## src/rtl/multi_cycle_control_if.sv

```systemverilog
`default_nettype none
// ============================================================================
//  Module      : multi_cycle_control_if
//  Description : Opcode/flag inputs and datapath control bundle of the
//                multi-cycle controller.
//  Revision    : 1.0  initial release
// ============================================================================
interface multi_cycle_control_if;
    logic [5:0]  opcode;
    logic        zero;
    logic [2:0]  nowState;
    logic        PCWre;
    logic        IRWre;
    logic        ALUSrcB;
    logic        ALUM2Reg;
    logic        RegWre;
    logic        InsMemRW;
    logic        DataMemRW;
    logic        WrRegData;
    logic [1:0]  ExtSel;
    logic [1:0]  PCSrc;
    logic [1:0]  RegOut;
    logic [2:0]  ALUOp;
    logic [31:0] instCount;

    // Master supplies instruction bits and flags; slave is the controller.
    modport master (
        output opcode, zero,
        input  nowState, PCWre, IRWre, ALUSrcB, ALUM2Reg, RegWre, InsMemRW,
               DataMemRW, WrRegData, ExtSel, PCSrc, RegOut, ALUOp, instCount
    );

    modport slave (
        input  opcode, zero,
        output nowState, PCWre, IRWre, ALUSrcB, ALUM2Reg, RegWre, InsMemRW,
               DataMemRW, WrRegData, ExtSel, PCSrc, RegOut, ALUOp, instCount
    );
endinterface
`default_nettype wire

```

## src/rtl/multi_cycle_control.sv

```systemverilog
`default_nettype none
// ============================================================================
//  Module      : multi_cycle_control
//  Description : Multi-cycle CPU control FSM with retired-instruction counter.
//  Revision    : 1.0  initial release
// ============================================================================
module multi_cycle_control #(
    parameter logic [5:0] HALT_OP = 6'b111111
) (
    input  wire logic             CLK,
    input  wire logic             RST,
    multi_cycle_control_if.slave  bus
);

    localparam logic [5:0] c_OP_ADD  = 6'b000000;
    localparam logic [5:0] c_OP_SUB  = 6'b000001;
    localparam logic [5:0] c_OP_ADDI = 6'b000010;
    localparam logic [5:0] c_OP_OR   = 6'b010000;
    localparam logic [5:0] c_OP_AND  = 6'b010001;
    localparam logic [5:0] c_OP_ORI  = 6'b010010;
    localparam logic [5:0] c_OP_SW   = 6'b110000;
    localparam logic [5:0] c_OP_LW   = 6'b110001;
    localparam logic [5:0] c_OP_BEQ  = 6'b110100;
    localparam logic [5:0] c_OP_J    = 6'b111000;

    typedef enum logic [2:0] {
        S_IF     = 3'b000,
        S_ID     = 3'b001,
        S_EXE_LS = 3'b010,
        S_MEM    = 3'b011,
        S_WB_LD  = 3'b100,
        S_EXE_BR = 3'b101,
        S_EXE_AL = 3'b110,
        S_WB_AL  = 3'b111
    } state_t;

    state_t      state_q, state_d;
    logic        halted_q, halted_d;
    logic [31:0] inst_count_q, inst_count_d;

    logic        w_is_rtype;
    logic        w_is_itype;
    logic        w_is_mem;
    logic        w_pc_wre;
    logic        w_ir_wre;
    logic        w_alu_src_b;
    logic        w_alu_m2reg;
    logic        w_reg_wre;
    logic        w_ins_mem_rw;
    logic        w_data_mem_rw;
    logic        w_wr_reg_data;
    logic [1:0]  w_ext_sel;
    logic [1:0]  w_pc_src;
    logic [1:0]  w_reg_out;
    logic [2:0]  w_alu_op;

    assign w_is_rtype = (bus.opcode == c_OP_ADD) || (bus.opcode == c_OP_SUB) ||
                        (bus.opcode == c_OP_OR)  || (bus.opcode == c_OP_AND);
    assign w_is_itype = (bus.opcode == c_OP_ADDI) || (bus.opcode == c_OP_ORI);
    assign w_is_mem   = (bus.opcode == c_OP_SW) || (bus.opcode == c_OP_LW);

    always_comb begin
        state_d       = state_q;
        halted_d      = halted_q;
        w_pc_wre      = 1'b0;
        w_ir_wre      = 1'b0;
        w_alu_src_b   = 1'b0;
        w_alu_m2reg   = 1'b0;
        w_reg_wre     = 1'b0;
        w_ins_mem_rw  = 1'b0;
        w_data_mem_rw = 1'b0;
        w_wr_reg_data = 1'b0;
        w_ext_sel     = 2'b00;
        w_pc_src      = 2'b00;
        w_reg_out     = 2'b00;
        w_alu_op      = 3'b000;

        case (state_q)
            S_IF: begin
                w_ir_wre     = 1'b1;
                w_ins_mem_rw = 1'b1;
                state_d      = S_ID;
            end
            S_ID: begin
                // Once halted, the opcode is ignored until reset.
                if (halted_q || (bus.opcode == HALT_OP)) begin
                    halted_d = 1'b1;
                    state_d  = S_ID;
                end else if (w_is_rtype || w_is_itype) begin
                    state_d = S_EXE_AL;
                end else if (w_is_mem) begin
                    state_d = S_EXE_LS;
                end else if (bus.opcode == c_OP_BEQ) begin
                    state_d = S_EXE_BR;
                end else if (bus.opcode == c_OP_J) begin
                    w_pc_wre = 1'b1;
                    w_pc_src = 2'b11;
                    state_d  = S_IF;
                end else begin
                    w_pc_wre = 1'b1;
                    state_d  = S_IF;
                end
            end
            S_EXE_AL: begin
                case (bus.opcode)
                    c_OP_SUB:           w_alu_op = 3'b001;
                    c_OP_OR, c_OP_ORI:  w_alu_op = 3'b011;
                    c_OP_AND:           w_alu_op = 3'b100;
                    default:            w_alu_op = 3'b000;
                endcase
                w_alu_src_b = w_is_itype;
                w_ext_sel   = (bus.opcode == c_OP_ADDI) ? 2'b01 : 2'b00;
                state_d     = S_WB_AL;
            end
            S_WB_AL: begin
                w_reg_wre     = 1'b1;
                w_wr_reg_data = 1'b1;
                w_reg_out     = w_is_rtype ? 2'b10 : 2'b01;
                w_pc_wre      = 1'b1;
                state_d       = S_IF;
            end
            S_EXE_BR: begin
                w_alu_op  = 3'b001;
                w_ext_sel = 2'b01;
                w_pc_wre  = 1'b1;
                w_pc_src  = bus.zero ? 2'b01 : 2'b00;
                state_d   = S_IF;
            end
            S_EXE_LS: begin
                w_alu_src_b = 1'b1;
                w_ext_sel   = 2'b01;
                state_d     = S_MEM;
            end
            S_MEM: begin
                if (bus.opcode == c_OP_SW) begin
                    w_data_mem_rw = 1'b1;
                    w_pc_wre      = 1'b1;
                    state_d       = S_IF;
                end else begin
                    state_d = S_WB_LD;
                end
            end
            S_WB_LD: begin
                w_reg_wre     = 1'b1;
                w_alu_m2reg   = 1'b1;
                w_wr_reg_data = 1'b1;
                w_reg_out     = 2'b01;
                w_pc_wre      = 1'b1;
                state_d       = S_IF;
            end
            default: state_d = S_IF;
        endcase

        inst_count_d = w_pc_wre ? (inst_count_q + 32'd1) : inst_count_q;
    end

    always_ff @(posedge CLK) begin
        if (RST) begin
            state_q      <= S_IF;
            halted_q     <= 1'b0;
            inst_count_q <= 32'd0;
        end else begin
            state_q      <= state_d;
            halted_q     <= halted_d;
            inst_count_q <= inst_count_d;
        end
    end

    // Every output reads zero while reset is held.
    assign bus.nowState  = RST ? 3'b000 : state_q;
    assign bus.PCWre     = RST ? 1'b0   : w_pc_wre;
    assign bus.IRWre     = RST ? 1'b0   : w_ir_wre;
    assign bus.ALUSrcB   = RST ? 1'b0   : w_alu_src_b;
    assign bus.ALUM2Reg  = RST ? 1'b0   : w_alu_m2reg;
    assign bus.RegWre    = RST ? 1'b0   : w_reg_wre;
    assign bus.InsMemRW  = RST ? 1'b0   : w_ins_mem_rw;
    assign bus.DataMemRW = RST ? 1'b0   : w_data_mem_rw;
    assign bus.WrRegData = RST ? 1'b0   : w_wr_reg_data;
    assign bus.ExtSel    = RST ? 2'b00  : w_ext_sel;
    assign bus.PCSrc     = RST ? 2'b00  : w_pc_src;
    assign bus.RegOut    = RST ? 2'b00  : w_reg_out;
    assign bus.ALUOp     = RST ? 3'b000 : w_alu_op;
    assign bus.instCount = RST ? 32'd0  : inst_count_q;

endmodule
`default_nettype wire

```

## src/flat_wrapper.sv

```systemverilog
// flat-port wrapper written by rule: the top's interface ports become plain ports
module multi_cycle_control_flat 
#(
    parameter logic [5:0] HALT_OP = 6'b111111
)
  (CLK, RST, bus_opcode, bus_zero, bus_nowState, bus_PCWre, bus_IRWre, bus_ALUSrcB, bus_ALUM2Reg, bus_RegWre, bus_InsMemRW, bus_DataMemRW, bus_WrRegData, bus_ExtSel, bus_PCSrc, bus_RegOut, bus_ALUOp, bus_instCount);
  multi_cycle_control_if bus_i ();
  input  wire logic CLK;
  input  wire logic RST;
  input wire logic [$bits(bus_i.opcode)-1:0] bus_opcode;
  input wire logic [$bits(bus_i.zero)-1:0] bus_zero;
  output wire logic [$bits(bus_i.nowState)-1:0] bus_nowState;
  output wire logic [$bits(bus_i.PCWre)-1:0] bus_PCWre;
  output wire logic [$bits(bus_i.IRWre)-1:0] bus_IRWre;
  output wire logic [$bits(bus_i.ALUSrcB)-1:0] bus_ALUSrcB;
  output wire logic [$bits(bus_i.ALUM2Reg)-1:0] bus_ALUM2Reg;
  output wire logic [$bits(bus_i.RegWre)-1:0] bus_RegWre;
  output wire logic [$bits(bus_i.InsMemRW)-1:0] bus_InsMemRW;
  output wire logic [$bits(bus_i.DataMemRW)-1:0] bus_DataMemRW;
  output wire logic [$bits(bus_i.WrRegData)-1:0] bus_WrRegData;
  output wire logic [$bits(bus_i.ExtSel)-1:0] bus_ExtSel;
  output wire logic [$bits(bus_i.PCSrc)-1:0] bus_PCSrc;
  output wire logic [$bits(bus_i.RegOut)-1:0] bus_RegOut;
  output wire logic [$bits(bus_i.ALUOp)-1:0] bus_ALUOp;
  output wire logic [$bits(bus_i.instCount)-1:0] bus_instCount;
  assign bus_i.opcode = bus_opcode;
  assign bus_i.zero = bus_zero;
  assign bus_nowState = bus_i.nowState;
  assign bus_PCWre = bus_i.PCWre;
  assign bus_IRWre = bus_i.IRWre;
  assign bus_ALUSrcB = bus_i.ALUSrcB;
  assign bus_ALUM2Reg = bus_i.ALUM2Reg;
  assign bus_RegWre = bus_i.RegWre;
  assign bus_InsMemRW = bus_i.InsMemRW;
  assign bus_DataMemRW = bus_i.DataMemRW;
  assign bus_WrRegData = bus_i.WrRegData;
  assign bus_ExtSel = bus_i.ExtSel;
  assign bus_PCSrc = bus_i.PCSrc;
  assign bus_RegOut = bus_i.RegOut;
  assign bus_ALUOp = bus_i.ALUOp;
  assign bus_instCount = bus_i.instCount;
  multi_cycle_control #(.HALT_OP(HALT_OP)) u_core (.CLK(CLK), .RST(RST), .bus(bus_i));
endmodule
```

## config.mk

```make
export PLATFORM = sky130hd
export DESIGN_NAME = multi_cycle_control_flat
export DESIGN_NICKNAME = d
export VERILOG_FILES = /design/src/rtl/multi_cycle_control_if.sv /design/src/rtl/multi_cycle_control.sv /design/src/flat_wrapper.sv
export SDC_FILE = /design/constraint.sdc
export NUM_CORES = 1
export LEC_CHECK = 0
export ABC_AREA = 0
export ABC_CLOCK_PERIOD_IN_PS = 5600
export CAP_MARGIN = 20
export CORE_MARGIN = 10
export CORE_UTILIZATION = 55
export CTS_CLUSTER_SIZE = 8
export DETAILED_ROUTE_END_ITERATION = 6
export PLACE_DENSITY = 0.86
export SLEW_MARGIN = 20
export SYNTH_ARGS = -nofsm -noshare
export SYNTH_HDL_FRONTEND = slang
export SYNTH_SLANG_ARGS = --single-unit
```

## constraint.sdc

```tcl
create_clock -name CLK -period 5.6 [get_ports CLK]
set_clock_uncertainty 0.1 [all_clocks]
set_input_delay 0.56 -clock CLK [delete_from_list [all_inputs] [get_ports CLK]]
set_output_delay 0.56 -clock CLK [all_outputs]
set_load 0.05 [all_outputs]
```

# [Word level (Yosys, flattened, before mapping)]
# Index checks and enable logic that the tools add are counted.
[op_classes] addsub=1 n_eq_ne=17 muxes=42 n_reduce_logical=14
[ops] operator="$add A32 B1 Y32 const B" count=1
[ops] operator="$mux W32" count=1
[ops] operator="$eq A6 B6 Y1 const B" count=5
[ops] operator="$mux W3" count=7
[ops] operator="$eq A6 B5 Y1 const B" count=3
[ops] operator="$mux W2" count=9
[ops] operator="$pmux W3 S6" count=1
[ops] operator="$mux W1" count=17
[ops] operator="$eq A3 B3 Y1 const B" count=4
[ops] operator="$pmux W2 S2" count=3
[ops] operator="$pmux W3 S3" count=1
[ops] operator="$logic_or A1 B1 Y1" count=7
[ops] operator="$eq A3 B2 Y1 const B" count=2
[ops] operator="$eq A6 B1 Y1 const B" count=1
[ops] operator="$eq A6 B2 Y1 const B" count=1
[ops] operator="$logic_not A6 Y1" count=1
[ops] operator="$pmux W3 S2" count=1
[ops] operator="$reduce_or A2 Y1" count=3
[ops] operator="$eq A3 B1 Y1 const B" count=1
[ops] operator="$logic_not A3 Y1" count=1
[ops] operator="$pmux W1 S3" count=1
[ops] operator="$reduce_or A3 Y1" count=1
[ops] operator="$pmux W1 S2" count=1
[ops] operator="$reduce_and A2 Y1" count=1
[totals] ff_bits=36 in_bits=9 out_inout_bits=52 word_cells=77

# [Depth between registers and ports, before layout]
# Gate-level depths: netlist (run 1).
[depth] ltp_word=9 ltp_mapped=8 mapped_depth_nobuf=6

# [Least setup slack after synthesis (run 1)]
# No wires, ideal clock.
[synth_path] kind="input port to output port" start="input port RST" end="output port bus_InsMemRW" arrival_time_ps=3097 required_time_ps=4940 path_slack_ps=1843 cell_stages=5 n_path_buf=4 path_cell_list="clkbuf_1 > clkbuf_1 > clkbuf_1 > nor4_1 > buf_4"
[synth_via] elab_chain_cells=1
[synth_lines] element="from (decl)" line="flat_wrapper.sv:9" source="input wire logic RST;"
[synth_lines] element="$mux W1"
[synth_lines] element="to (decl)" line="flat_wrapper.sv:18" source="output wire logic [$bits(bus_i.InsMemRW)-1:0] bus_InsMemRW;"
# No other way between the ends.

# [Final worst setup path (run 1)]
[layout_path] start="input port bus_opcode[0]" end="output port bus_PCWre"
[layout_via] elab_chain_cells=9 elab_cells_between_ends=24 cone_classes="eq/ne (9); mux (7); reduce/logical (8)"
[layout_lines] element="from (decl)" line="flat_wrapper.sv:10" source="input wire logic [$bits(bus_i.opcode)-1:0] bus_opcode;"
[layout_lines] element="$eq A6 B1 Y1 / $logic_not A6 Y1 (equally long branches)" line="multi_cycle_control.sv:57" source="assign w_is_rtype = (bus.opcode == c_OP_ADD) || (bus.opcode == c_OP_SUB) ||"
[layout_lines] element="$logic_or A1 B1 Y1 (2 in series)" line="multi_cycle_control.sv:57"
[layout_lines] element="$logic_or A1 B1 Y1" line="multi_cycle_control.sv:58" source="(bus.opcode == c_OP_OR) || (bus.opcode == c_OP_AND);"
[layout_lines] element="$logic_or A1 B1 Y1" line="multi_cycle_control.sv:89" source="end else if (w_is_rtype || w_is_itype) begin"
[layout_lines] element="$mux W1" line="multi_cycle_control.sv:89"
[layout_lines] element="$mux W1" line="multi_cycle_control.sv:86" source="if (halted_q || (bus.opcode == HALT_OP)) begin"
[layout_lines] element="$pmux W1 S3 (*)" line="multi_cycle_control.sv:78" source="case (state_q)"
[layout_lines] element="$mux W1 (*)" line="multi_cycle_control.sv:171" source="assign bus.PCWre = RST ? 1'b0 : w_pc_wre;"
[layout_lines] element="to (decl)" line="flat_wrapper.sv:13" source="output wire logic [$bits(bus_i.PCWre)-1:0] bus_PCWre;"
# Every way passes the cells marked *; elsewhere a longest branch is shown, timed or not.

==> flow_summary.yaml, run 1 <==
routing:
  routed_wirelength_mm: 7.22
  vias: 2652
  drtIter0Drc: 262
  dr.pass1.iters: 4
  detail-route-antenna-nets: 0
  avgViaCountPerCell: 5.88
  drc: 0
  wl_per_cell_um: 16.0
power_and_ir_drop:
  p_switching_mw: 0.164
  comb_power_share_pct: 17.8
  p_leak_nw: 1.15
  netSwitchingFraction_pct: 30.3
  intPower_mw: 0.378
  power_frac_seq_pct: 49.4
  powerDensity_mw_per_mm2: 164
  power.total_mw: 0.542
  clockPowerShare_pct: 32.8
  ir_worst_vdd_v: 0.000114
synthesis:
  ys_seq_area_share_pct: 26.8
  postSynth.asyncResetShare_pct: 0
  syn_area_mm2: 0.00269
  synth_top_area_share_pct: 26.8
  synth.most_common_cell: "nor2_1"
  synth_edf_count: 0
  synth.ff_latch_count: 36
  synth_common_cells: "42 x nor2_1, 36 x dfxtp_1, 36 x nor2b_1, 27 x nand3_1, 20 x a21oi_1"
  yosysUniqueCellTypes: 60
  ys_warn_count: 0
  syn-num-nets: 353
  synth.avg_cell_area_um2: 7.84
  synth_top_cell_by_area: "dfxtp_1"
  ys_top_cells_by_area: "dfxtp_1 27%, nor2b_1 8.4%, mux2_2 8.0%"
  synthesis.instances: 343
  synth_flop_cell: "dfxtp_1"
critical_path:
  cp.required_ns: 4.94
  criticalPathCategory: "input port to output port"
  critical_path.startpoint_type: "input port"
  end_kind: "output port"
  cp_max_fo: 15
  arrival_ns: 3.14
cts:
  ctsHoldBuffers: 0
  cts_root_buffer: "clkbuf_8"
  cts.clk_slew.worst_paths_ns: 0.07
  cts_buffers: 5
  clkSinkCount: 36
  clkLatencyLatePin_ns: 0.29
  clk_path_buf_depth: 2
  cts_tree: "done"
  cts-resized-gates: 0
  cts_setup_buffers: 0
  ctsHtreeMaxLevel: 2
floorplanning:
  start_util_pct: 56.9
  die_h_um: 89.9
  die_x_um: 89.9
  num_rows: 25
  ios: 61
  design.die.area_mm2: 0.00808
  core_area_mm2: 0.00472
sta:
  fin_crit_ns: 3.80
  hold-worst-slack_ns: 0.425
  period_share_pct: 67.8
  setup_viol_count_final: 0
  worstMarginPinSlew_ns: 0.826
  finalHoldViolCount: 0
  rsz0062_at_grt: "no"
  setup_tns_ns: 0
  max_slew_margin_pct: 45.0
  slew_violations: 0
  fmax_mhz: 263
global_route:
  antenna_found_initial: 0
  grt-ovfl-total: 0
  grt_usage_pct: 17.2
  grt_max_degree: 42
  grt_first_pass_wirelength_mm: 12.1
  first_global_vias: 2523
cells_and_area:
  post-route-util_pct: 70.1
  final_nets: 394
  area_growth_pct: 23.2
  drive_gt1_share_pct: 12.2
  n_antenna_cell: 0
place:
  place.gp.congestion: 0.836
  dpl.hpwl_mm: 5.37
  port_buffers: 59
worst_hold_path:
  hp-class: "register to register"
run:
  cap_violations: 0
status:
  status: "completed"
sequential cells by signal, summed over array words and instances, names as in the netlist:
name and cells:
u_core.inst_count_q 32, u_core.state_q 3, u_core.halted_q 1
power by group through the flow:
stage / clock (mW) / combinational (mW) / sequential [mW]
finish: 0.178 / 0.0965 / 0.268
global placement: 0 / 0.0938 / 0.274
CTS: 0.179 / 0.0964 / 0.268
detailed placement: 0 / 0.0954 / 0.274
global route: 0.193 / 0.105 / 0.269
floorplan: 0 / 0.0762 / 0.270
placed cells by master, fill, tap and decap left out, types with 3 or more instances in the layout:
master           synthesis  final
nand2b_1                10     10
nand4_1                 10     10
nor3_1                   8      8
a211oi_1                 6      6
nand2_1                 15     15
nand3_1                 27     27
o21ai_0                  8      8
nor3_2                   3      3
clkbuf_8                 0      5
nor2_1                  42     42
nor4_1                   8      8
mux2_2                  19     19
inv_1                    9      9
and4_1                   6      6
dfxtp_1                 36     36
o211ai_1                 3      3
clkdlybuf4s50_1          0     58
a21oi_1                 20     20
nor2b_1                 36     36
final cells by class:
type	instances	area [um^2]
multi-input combinational	272	1800
fill	390	1410
sequential	36	721
timing repair buffer	60	593
tap	67	83.8
clock buffer	6	72.6
inverter	9	33.8
clock inverter	1	5.00
critical path: stages:
cell and delay (ns):
clkdlybuf4s50_1 0.64, and4bb_4 0.31, a32oi_2 0.70, a21oi_1 0.17, clkdlybuf4s50_1 0.75
metal layers:
metal / global-route usage [%] / wire, um / share of wire, %
met5: 0 / 0 / 0
met2: 28.0 / 3410 / 47
met1: 21.4 / 3280 / 45
met4: 4.38 / 32 / 0.44
met3: 5.65 / 488 / 6.8
worst paths after layout:
check                                 startpoint                                    to  slack [ns]  depth (start not counted)
min          u_core.inst_count_q[1]$_SDFFE_PP0P_   u_core.inst_count_q[1]$_SDFFE_PP0P_        0.43                          2
max                                bus_opcode[0]                             bus_PCWre        1.80                          5
min reg2reg  u_core.inst_count_q[1]$_SDFFE_PP0P_   u_core.inst_count_q[1]$_SDFFE_PP0P_        0.43                          2
max reg2reg         u_core.state_q[0]$_SDFF_PP0_  u_core.inst_count_q[14]$_SDFFE_PP0P_        3.12                          5
per-stage QoR:
stage / setup WS [ns] / instance area (um^2) / std cells
floorplan: 1.84 / 2690 / 343
global placement: 1.87 / 3230 / 444
detailed placement: 1.84 / 3230 / 444
CTS: 1.82 / 3310 / 451
global route: 1.68 / 3310 / 451
finish: 1.80 / 3310 / 451
kinds of logic (layout without fill, tap and decap cells):
kind of cell / Yosys count / after routing / share of synthesized area (%)
and+or+nand+nor: 182 / 182 / 38.3
AOI/OAI and AO/OA: 65 / 65 / 18.6
DFF: 36 / 36 / 26.8
buffers and inverters: 35 / 76 / 6.14
muxes: 23 / 23 / 9.54
adders and majority gates: 1 / 1 / 0.465
other: 1 / 1 / 0.140
(Power assumes the default switching activity.)
==> inputs of run 2 (changes only) <==
- ABC_CLOCK_PERIOD_IN_PS: 5600 -> 3880
- CORE_UTILIZATION: 55 -> 51
- PLACE_DENSITY: 0.86 -> 0.81
- clock period: 5.6 -> 3.88 ns (I/O delays scaled with it)
==> flow_summary.yaml, run 2 (synthesis gave the netlist of run 1 again) <==
power_and_ir_drop:
  clockPowerShare_pct: 35.1
  power.total_mw: 0.813
  comb_power_share_pct: 17.3
  intPower_mw: 0.568
  netSwitchingFraction_pct: 30.1
  ir_worst_vdd_v: 0.000308
  p_switching_mw: 0.244
  p_leak_nw: 1.16
  power_frac_seq_pct: 47.5
  powerDensity_mw_per_mm2: 243
critical_path:
  end_kind: "output port"
  cp.required_ns: 3.39
  cp_max_fo: 14
  r2r-end: "u_core.inst_count_q[14]$_SDFFE_PP0P_"
  critical_path.startpoint_type: "input port"
  r2r_start: "u_core.state_q[0]$_SDFF_PP0_"
  worst-r2r-cell-count: 5
  criticalPathCategory: "input port to output port"
  r2r_slack_ns: 1.36
  arrival_ns: 2.87
sta:
  setup_viol_count_final: 0
  fin_crit_ns: 3.35
  slew_violations: 0
  rsz0062_at_grt: "no"
  finalHoldViolCount: 0
  fmax_mhz: 298
  worstMarginPinSlew_ns: 0.733
  setup_tns_ns: 0
  period_share_pct: 86.4
  max_slew_margin_pct: 51.0
place:
  dpl_cell_area_mm2: 0.00325
  placedCellCount: 449
  dpl.hpwl_mm: 5.32
  port_buffers: 59
  place.gp.congestion: 0.884
cts:
  clkLatencyLatePin_ns: 0.29
  cts_buffers: 5
  ctsHtreeMaxLevel: 2
  cts.clk_slew.worst_paths_ns: 0.08
  cts_setup_buffers: 0
  clk_path_buf_depth: 2
  clkSinkCount: 36
  cts_root_buffer: "clkbuf_8"
  cts_tree: "done"
  ctsHoldBuffers: 0
  cts-resized-gates: 0
global_route:
  grt_usage_pct: 16.2
  use_met2_pct: 29.4
  antenna_found_initial: 0
  grt-busiest-layer: "met2"
  use_met3_pct: 5.65
  first_global_vias: 2626
  grt_max_degree: 36
  grt-ovfl-total: 0
  grt_first_pass_wirelength_mm: 11.9
  grt_use_met1_pct: 17.2
worst_hold_path:
  hp-class: "register to register"
  hold_depth: 2
  hold_end: "u_core.halted_q$_SDFFE_PP0P_"
  hp-start: "u_core.halted_q$_SDFFE_PP0P_"
routing:
  routed_wirelength_mm: 7.05
  vias: 2676
  avgViaCountPerCell: 5.86
  dr.pass1.iters: 5
  drtIter0Drc: 219
  drc: 0
  wl_per_cell_um: 15.4
  detail-route-antenna-nets: 0
cells_and_area:
  largest_reg_flops: 32
  multi_input_area_mm2: 0.00180
  n_antenna_cell: 0
  finalInstanceArea_mm2: 0.00335
  post-route-util_pct: 65.5
  layout.area.seq_um2: 721
  area_growth_pct: 24.5
  final_cell_mix: "58 x clkdlybuf4s50_1, 42 x nor2_1, 36 x nor2b_1, 36 x dfxtp_1, 27 x nand3_1"
  drive_gt1_share_pct: 12.9
  largest_registers: "u_core.inst_count_q: 32 flops, u_core.state_q: 3 flops, u_core.halted_q: 1 flops"
  layout.cells.non_filler: 457
  fillers: 452
  final_common_cell: "clkdlybuf4s50_1"
  final_nets: 396
  largest_register: "u_core.inst_count_q"
floorplanning:
  start_util_pct: 52.6
  core_area_mm2: 0.00511
  die_h_um: 92.6
  die_x_um: 92.6
  ios: 61
  design.die.area_mm2: 0.00857
  num_rows: 26
status:
  status: "completed"
run:
  cap_violations: 0
-- run 2: changes by cell type in the layout (fill, tap and decap cells not counted) --
| cell | before | now |
|---|---|---|
| clkbuf_8 | 5 | 6 |
| clkinv_2 | 1 | 0 |
| clkinvlp_4 | 0 | 1 |
| buf_4 | 1 | 3 |
-- run 2: power by group through the flow --
stage / clock, mW / sequential [mW] / combinational [mW]
CTS: 0.294 / 0.386 / 0.140
global route: 0.303 / 0.388 / 0.152
finish: 0.286 / 0.386 / 0.141
floorplan: 0 / 0.390 / 0.110
global placement: 0 / 0.395 / 0.137
detailed placement: 0 / 0.395 / 0.139
-- run 2: how the worst max path moves through the flow --
stage,startpoint,endpoint,depth (start not counted)
2_1_floorplan,RST,bus_InsMemRW,5
3_3_place_gp,bus_opcode[0],bus_PCWre,6
3_5_place_dp,bus_opcode[0],bus_PCWre,6
4_1_cts,bus_opcode[0],bus_PCWre,6
5_1_grt,bus_opcode[3],bus_ExtSel[0],7
6_report,bus_opcode[0],bus_PCWre,6
-- run 2: metal layers --
metal / wire length [um] / up-vias
li1: - / 1323
met1: 2870 / 1251
met2: 3500 / 91
met3: 586 / 11
met4: 87 / 0
met5: 0 / -
-- run 2: critical path: stages --
cell and delay, ns:
clkdlybuf4s50_1 0.64, and4bb_4 0.31, a211oi_4 0.32, o21ai_4 0.19
a21oi_1 0.18, clkdlybuf4s50_1 0.83
-- run 2: stage by stage --
step	hold slack [ns]	worst slack, ns
after floorplan	0.382	0.467
after global placement	0.418	0.568
after detailed placement	0.417	0.552
after CTS	0.430	0.543
after global routing	0.450	0.310
final	0.429	0.526
-- run 2: area by class of cell --
class,instances,share of cell area (%)
tap,70,2.62
timing repair buffer,62,18.2
multi-input combinational,272,53.9
clock inverter,1,0.224
clock buffer,7,2.58
sequential,36,21.5
inverter,9,1.01
